===== config.mk =====
export PLATFORM = sky130hd
export DESIGN_NAME = up_param_core
export DESIGN_NICKNAME = d
export VERILOG_FILES = /design/src/rtl/up_param_core.sv
export SDC_FILE = /design/constraint.sdc
export NUM_CORES = 1
export LEC_CHECK = 0
export ABC_AREA = 0
export CAP_MARGIN = 20
export CORE_ASPECT_RATIO = 1.5
export CORE_UTILIZATION = 55
export DETAILED_ROUTE_END_ITERATION = 6
export DONT_BUFFER_PORTS = 1
export GPL_TIMING_DRIVEN = 0
export PLACE_DENSITY = 0.67
export SETUP_SLACK_MARGIN = 0.2
export SYNTH_ARGS = -nofsm -noshare
export SYNTH_HDL_FRONTEND = slang
export SYNTH_SLANG_ARGS = --single-unit

===== constraint.sdc =====
create_clock -name clock -period 5.4 [get_ports clock]
set_input_delay 1.08 -clock clock [delete_from_list [all_inputs] [get_ports clock]]
set_output_delay 1.08 -clock clock [all_outputs]
set_load 0.02 [all_outputs]

===== src/rtl/up_param_core.sv =====
// Parametrised two-phase accumulator microprocessor core with RAM paging,
// compare-immediate and a hardware return stack for CALL/RET.
module up_param_core #(
   parameter int unsigned DW = 4,
   parameter int unsigned AW = 12,
   parameter int unsigned SD = 4
) (
   input  logic          clock,
   input  logic          reset,
   input  logic [DW+3:0] program_byte,
   input  logic [DW-1:0] pushbuttons,
   input  logic [DW-1:0] ram_rdata,
   output logic [AW-1:0] PC,
   output logic [AW-1:0] address_RAM,
   output logic [DW-1:0] ram_wdata,
   output logic          ram_we,
   output logic          phase,
   output logic [3:0]    instr,
   output logic [DW-1:0] oprnd,
   output logic [DW-1:0] accu,
   output logic          c_flag,
   output logic          z_flag,
   output logic [DW-1:0] FF_out,
   output logic          stk_err
);

   localparam int unsigned PGW   = AW - DW;
   localparam int unsigned SPW   = $clog2(SD + 1);
   localparam int unsigned IW    = (SD > 1) ? $clog2(SD) : 1;
   localparam int unsigned DEPTH = 1 << IW;

   typedef enum logic {PH_FETCH = 1'b0, PH_EXEC = 1'b1} phase_e;

   typedef enum logic [3:0] {
      OP_NOP  = 4'd0,  OP_LIT  = 4'd1,  OP_LD   = 4'd2,  OP_ST   = 4'd3,
      OP_IN   = 4'd4,  OP_OUT  = 4'd5,  OP_ADDI = 4'd6,  OP_ADDM = 4'd7,
      OP_NANDI= 4'd8,  OP_LDP  = 4'd9,  OP_CMPI = 4'd10, OP_JC   = 4'd11,
      OP_JZ   = 4'd12, OP_JMP  = 4'd13, OP_CALL = 4'd14, OP_RET  = 4'd15
   } op_e;

   phase_e          phase_q, phase_d;
   logic [AW-1:0]   pc_q, pc_d;
   logic [PGW-1:0]  pg_q, pg_d;
   logic [DW-1:0]   accu_q, accu_d;
   logic [DW-1:0]   ff_q, ff_d;
   logic [3:0]      instr_q, instr_d;
   logic [DW-1:0]   oprnd_q, oprnd_d;
   logic            c_q, c_d;
   logic            z_q, z_d;
   logic            err_q, err_d;
   logic [SPW-1:0]  sp_q, sp_d;
   logic [AW-1:0]   stk_q [DEPTH];

   logic            push_c;
   logic [AW-1:0]   target_c;
   logic [AW-1:0]   pg_shift_c;
   logic [DW:0]     sum_c;

   assign target_c   = {pg_q, oprnd_q};
   assign pg_shift_c = {pg_q, DW'(0)} | AW'(oprnd_q);

   // Next-state logic: fetch latches the instruction, execute performs it
   always_comb begin
      phase_d = phase_q;
      pc_d    = pc_q;
      pg_d    = pg_q;
      accu_d  = accu_q;
      ff_d    = ff_q;
      instr_d = instr_q;
      oprnd_d = oprnd_q;
      c_d     = c_q;
      z_d     = z_q;
      err_d   = err_q;
      sp_d    = sp_q;
      push_c  = 1'b0;
      sum_c   = '0;

      if (phase_q == PH_FETCH) begin
         instr_d = program_byte[DW+3:DW];
         oprnd_d = program_byte[DW-1:0];
         pc_d    = pc_q + AW'(1);
         phase_d = PH_EXEC;
      end else begin
         phase_d = PH_FETCH;
         case (op_e'(instr_q))
            OP_LIT: begin
               accu_d = oprnd_q;
               z_d    = (oprnd_q == '0);
            end
            OP_LD: begin
               accu_d = ram_rdata;
               z_d    = (ram_rdata == '0);
            end
            OP_IN: begin
               accu_d = pushbuttons;
               z_d    = (pushbuttons == '0);
            end
            OP_OUT: ff_d = accu_q;
            OP_ADDI, OP_ADDM: begin
               sum_c  = {1'b0, accu_q} +
                        {1'b0, (instr_q == OP_ADDI) ? oprnd_q : ram_rdata};
               accu_d = sum_c[DW-1:0];
               c_d    = sum_c[DW];
               z_d    = (sum_c[DW-1:0] == '0);
            end
            OP_NANDI: begin
               accu_d = ~(accu_q & oprnd_q);
               z_d    = ((accu_q & oprnd_q) == '1);
            end
            OP_LDP: pg_d = pg_shift_c[PGW-1:0];
            OP_CMPI: begin
               c_d = (accu_q < oprnd_q);
               z_d = (accu_q == oprnd_q);
            end
            OP_JC:  if (c_q) pc_d = target_c;
            OP_JZ:  if (z_q) pc_d = target_c;
            OP_JMP: pc_d = target_c;
            OP_CALL: begin
               if (sp_q == SPW'(SD)) begin
                  err_d = 1'b1;
               end else begin
                  push_c = 1'b1;
                  sp_d   = sp_q + SPW'(1);
                  pc_d   = target_c;
               end
            end
            OP_RET: begin
               if (sp_q == '0) begin
                  err_d = 1'b1;
               end else begin
                  sp_d = sp_q - SPW'(1);
                  pc_d = stk_q[IW'(sp_q - SPW'(1))];
               end
            end
            default: ;
         endcase
      end
   end

   always_ff @(posedge clock) begin
      if (reset) begin
         phase_q <= PH_FETCH;
         pc_q    <= '0;
         pg_q    <= '0;
         accu_q  <= '0;
         ff_q    <= '0;
         instr_q <= '0;
         oprnd_q <= '0;
         c_q     <= 1'b0;
         z_q     <= 1'b0;
         err_q   <= 1'b0;
         sp_q    <= '0;
      end else begin
         phase_q <= phase_d;
         pc_q    <= pc_d;
         pg_q    <= pg_d;
         accu_q  <= accu_d;
         ff_q    <= ff_d;
         instr_q <= instr_d;
         oprnd_q <= oprnd_d;
         c_q     <= c_d;
         z_q     <= z_d;
         err_q   <= err_d;
         sp_q    <= sp_d;
      end
   end

   // Return addresses need no reset: the pointer alone defines validity
   always_ff @(posedge clock) begin
      if (push_c && !reset) stk_q[IW'(sp_q)] <= pc_q;
   end

   assign PC          = pc_q;
   assign address_RAM = {pg_q, oprnd_q};
   assign ram_wdata   = accu_q;
   assign ram_we      = (phase_q == PH_EXEC) && (instr_q == OP_ST) && !reset;
   assign phase       = phase_q;
   assign instr       = instr_q;
   assign oprnd       = oprnd_q;
   assign accu        = accu_q;
   assign c_flag      = c_q;
   assign z_flag      = z_q;
   assign FF_out      = ff_q;
   assign stk_err     = err_q;

endmodule


==> flow_summary_export.csv <==
group,metric,value,unit
floorplan,rows,41,
floorplan,die-area,0.00902,mm^2
drt,route.detailed.drc,0,
cts,numCtsBuffers,9,
critical_path,crit_arrival,2.72,ns
sta,finalHoldViolCount,0,
yosys,synth_edf_count,48,
global_route,grt_max_degree,17,
power_and_ir_drop,power_leakage,1.85,nW
yosys,synth_top_family_by_area,"simple AND/OR/NAND/NOR gates",
critical_path,reg2reg_depth,11,
critical_path,cp-start-kind,"flip-flop",
sta,setup_tns,0,ns
sta,period_needed,3.80,ns
finish,stdcell_count,549,
global_route,grt_pass1_vias,3392,
yosys,ys_seq_elements,91,
drt,firstDrtPassIters,4,
yosys,synth-async-reset-ratio,0,
cts,post_cts.repair.setup_buffers,0,
global_route,antenna_found_initial,0,
min_path,hold_path_class,"reg -> reg",
drt,viasPerCell,6.19,
cts,clkSinkCount,91,
yosys,post_synth_fa_ha_maj_area_fraction,0.0543,
drt,postRouteAntennaNets,0,
finish,final_cell_area,0.00517,mm^2
critical_path,critPathKind,"reg -> out",
drt,drt_wl_total,11.6,mm
min_path,hold_depth,2,
yosys,ys_warn_count,0,
finish,drive_above_1_share,0.161,
sta,slew_headroom,0.329,
yosys,netlist_area,0.00475,mm^2
yosys,synth-compound-area-share,0.125,
finish,syn_to_final_growth,8.85,%
global_route,grt_first_pass_wirelength,18.3,mm
cts,root_buffer,"clkbuf_16",
cts,clk_latency,0.35,ns
drt,vias,3399,
sta,max_freq,263,MHz
cts,cts_max_level,3,
cts,cts_tree,"yes",
floorplan,die_h,116,um
sta,skew,0.00616,ns
drt,wl_per_cell,21.2,um
yosys,synth_xor_area_frac,0.0258,
yosys,synthSimpleGateAreaFrac,0.146,
critical_path,cp-end-kind,"output port",
global_route,overflow,0,
finish,mostFrequentLayoutCell,"nor2_1",
critical_path,path_max_fanout,10,
sta,rsz0062_at_grt,"no",
sta,setup_viol,0,
cts,clockBufferDepth,2,
sta,finalMaxSlewViolations,0,
drt,first_iter_violations,214,
yosys,synth_area_per_cell,11.2,um^2
flow_run,max_cap_violations,0,
place,dp_cells,533,
critical_path,worstPathRequired,4.32,ns
critical_path,crit_start,"phase",
place,hpwl,8.51,mm
power_and_ir_drop,vdd_drop_max,185,uV
power_and_ir_drop,powerDensity,299,mW/mm^2
yosys,syn_inst,426,
floorplan,die_width,77.9,um
floorplan,coreArea,0.00841,mm^2
outcome,status,"complete, no violations",
sta,finalCritPeriodShare,0.704,
yosys,ys.flop_type,"edfxtp_1",
min_path,hp-start,"sp_q[1]",
yosys,synth_nets,464,
finish,nets,475,
cts,cts.repair.resized,0,
yosys,synth-seq-area-share,0.485,
finish,mostFrequentLayoutCells,"49 x nor2_1, 48 x edfxtp_1, 43 x dfxtp_1",
floorplan,start_util,0.565,
global_route,grt_usage,0.275,
yosys,muxShareOfSynthArea,0.109,
place,place_area,0.00488,mm^2
floorplan,design.portCount,67,
place,gp_congestion,0.880,
cts,hold_buffers,0,
critical_path,timing.rr.start,"instr[2]",
cts,clk_pin_slew_worst_paths,0.07,ns
finish,insertedDiodeCount,0,
sta,worstMarginPinSlew,0.992,ns
yosys,synthDistinctLibCells,69,
place,port_buffers,0,
-- worst max-delay path: stages (launching register included) --
cell and delay, ns:
dfxtp_1 0.54, clkbuf_1 0.45, inv_1 0.14, clkbuf_1 0.30
nor4b_1 0.93
-- cell type report --
type | count | area [um^2]
Fill cell | 717 | 3240
Sequential cell | 91 | 2300
Multi-Input combinational cell | 287 | 2180
Clock buffer | 10 | 239
Buffer | 33 | 208
Tap cell | 107 | 134
Inverter | 15 | 56.3
Clock inverter | 6 | 47.5
-- cell usage after synthesis, types with 2 or more instances --
cell      instances  area, um^2
nor2_1           49         184
edfxtp_1         48        1440
dfxtp_1          43         861
nand2_1          38         143
ha_1             19         238
mux2i_1          19         190
a21oi_1          15        75.1
inv_1            15        56.3
mux4_2           12         270
buf_4            11        82.6
nand3_1          11        55.1
buf_2            10        50.1
a22oi_1           9        67.6
xnor2_1           8        70.1
clkbuf_1          7        26.3
o21ai_0           7        35.0
nand4_1           6        37.5
xor2_1            6        52.6
a21o_1            5        37.5
mux2_2            5        56.3
nand2b_1          5        31.3
a221oi_1          4        35.0
and2_1            4        25.0
buf_6             4        45.0
nor4_1            4        25.0
o21a_1            4        30.0
a211oi_2          3        37.5
and3_1            3        18.8
nor3_1            3        15.0
o31ai_1           3        22.5
a211oi_1          2        15.0
nor2b_1           2        12.5
o21ai_1           2        10.0
o21bai_1          2        15.0
o22ai_1           2        12.5
o32ai_1           2        17.5
or4_1             2        15.0
-- sequential cells by signal, indices dropped and copies added (netlist names) --
register and cells:
stk_err 1, stk_q 48, sp_q 3, accu 4, pg_q 8, oprnd 4, PC 12, phase 1
FF_out 4, c_flag 1, z_flag 1, instr 4
-- metrics by stage --
stage | utilization | hold slack (ns) | setup WS (ns) | power, mW
detailed placement | 0.581 | 0.537 | 1.99 | 0.953
floorplan | - | 0.494 | 2.24 | 0.910
global route | 0.615 | 0.596 | 1.47 | 1.59
global placement | 0.581 | 0.511 | 2.01 | 0.951
finish | 0.615 | 0.551 | 1.60 | 1.55
CTS | 0.615 | 0.546 | 1.61 | 1.55
-- logic make-up (layout without fill, tap and decap cells) --
| family | count (synthesis) | count (layout) |
|---|---|---|
| flip-flops | 91 | 91 |
| multiplexers | 36 | 36 |
| AO/OA/AOI/OAI | 77 | 77 |
| adder cells (fa/ha/maj) | 20 | 20 |
| buffers and inverters | 48 | 64 |
| XOR/XNOR | 14 | 14 |
| AND/OR/NAND/NOR | 140 | 140 |
-- final timing paths --
path                            endpoint  slack, ns
worst min-delay path             sp_q[1]       0.55
worst min register to register   sp_q[1]       0.55
worst max-delay path              ram_we       1.60
worst max register to register   accu[1]       2.08
-- layer usage --
metal,vias up,share of wire,global-route usage
met3,30,0.055,0.0496
met5,-,0,0
met4,0,0.034,0.162
met1,1669,0.38,0.302
met2,109,0.53,0.493
li1,1591,-,-
-- where the power goes --
group          internal (mW)  switching (mW)  leakage, nW  total [mW]
logic                 0.0644          0.0910        0.920       0.155
registers              0.739          0.0456        0.793       0.784
clock network          0.329           0.278        0.141       0.607
Note: power is estimated with default switching activity, not from simulation.
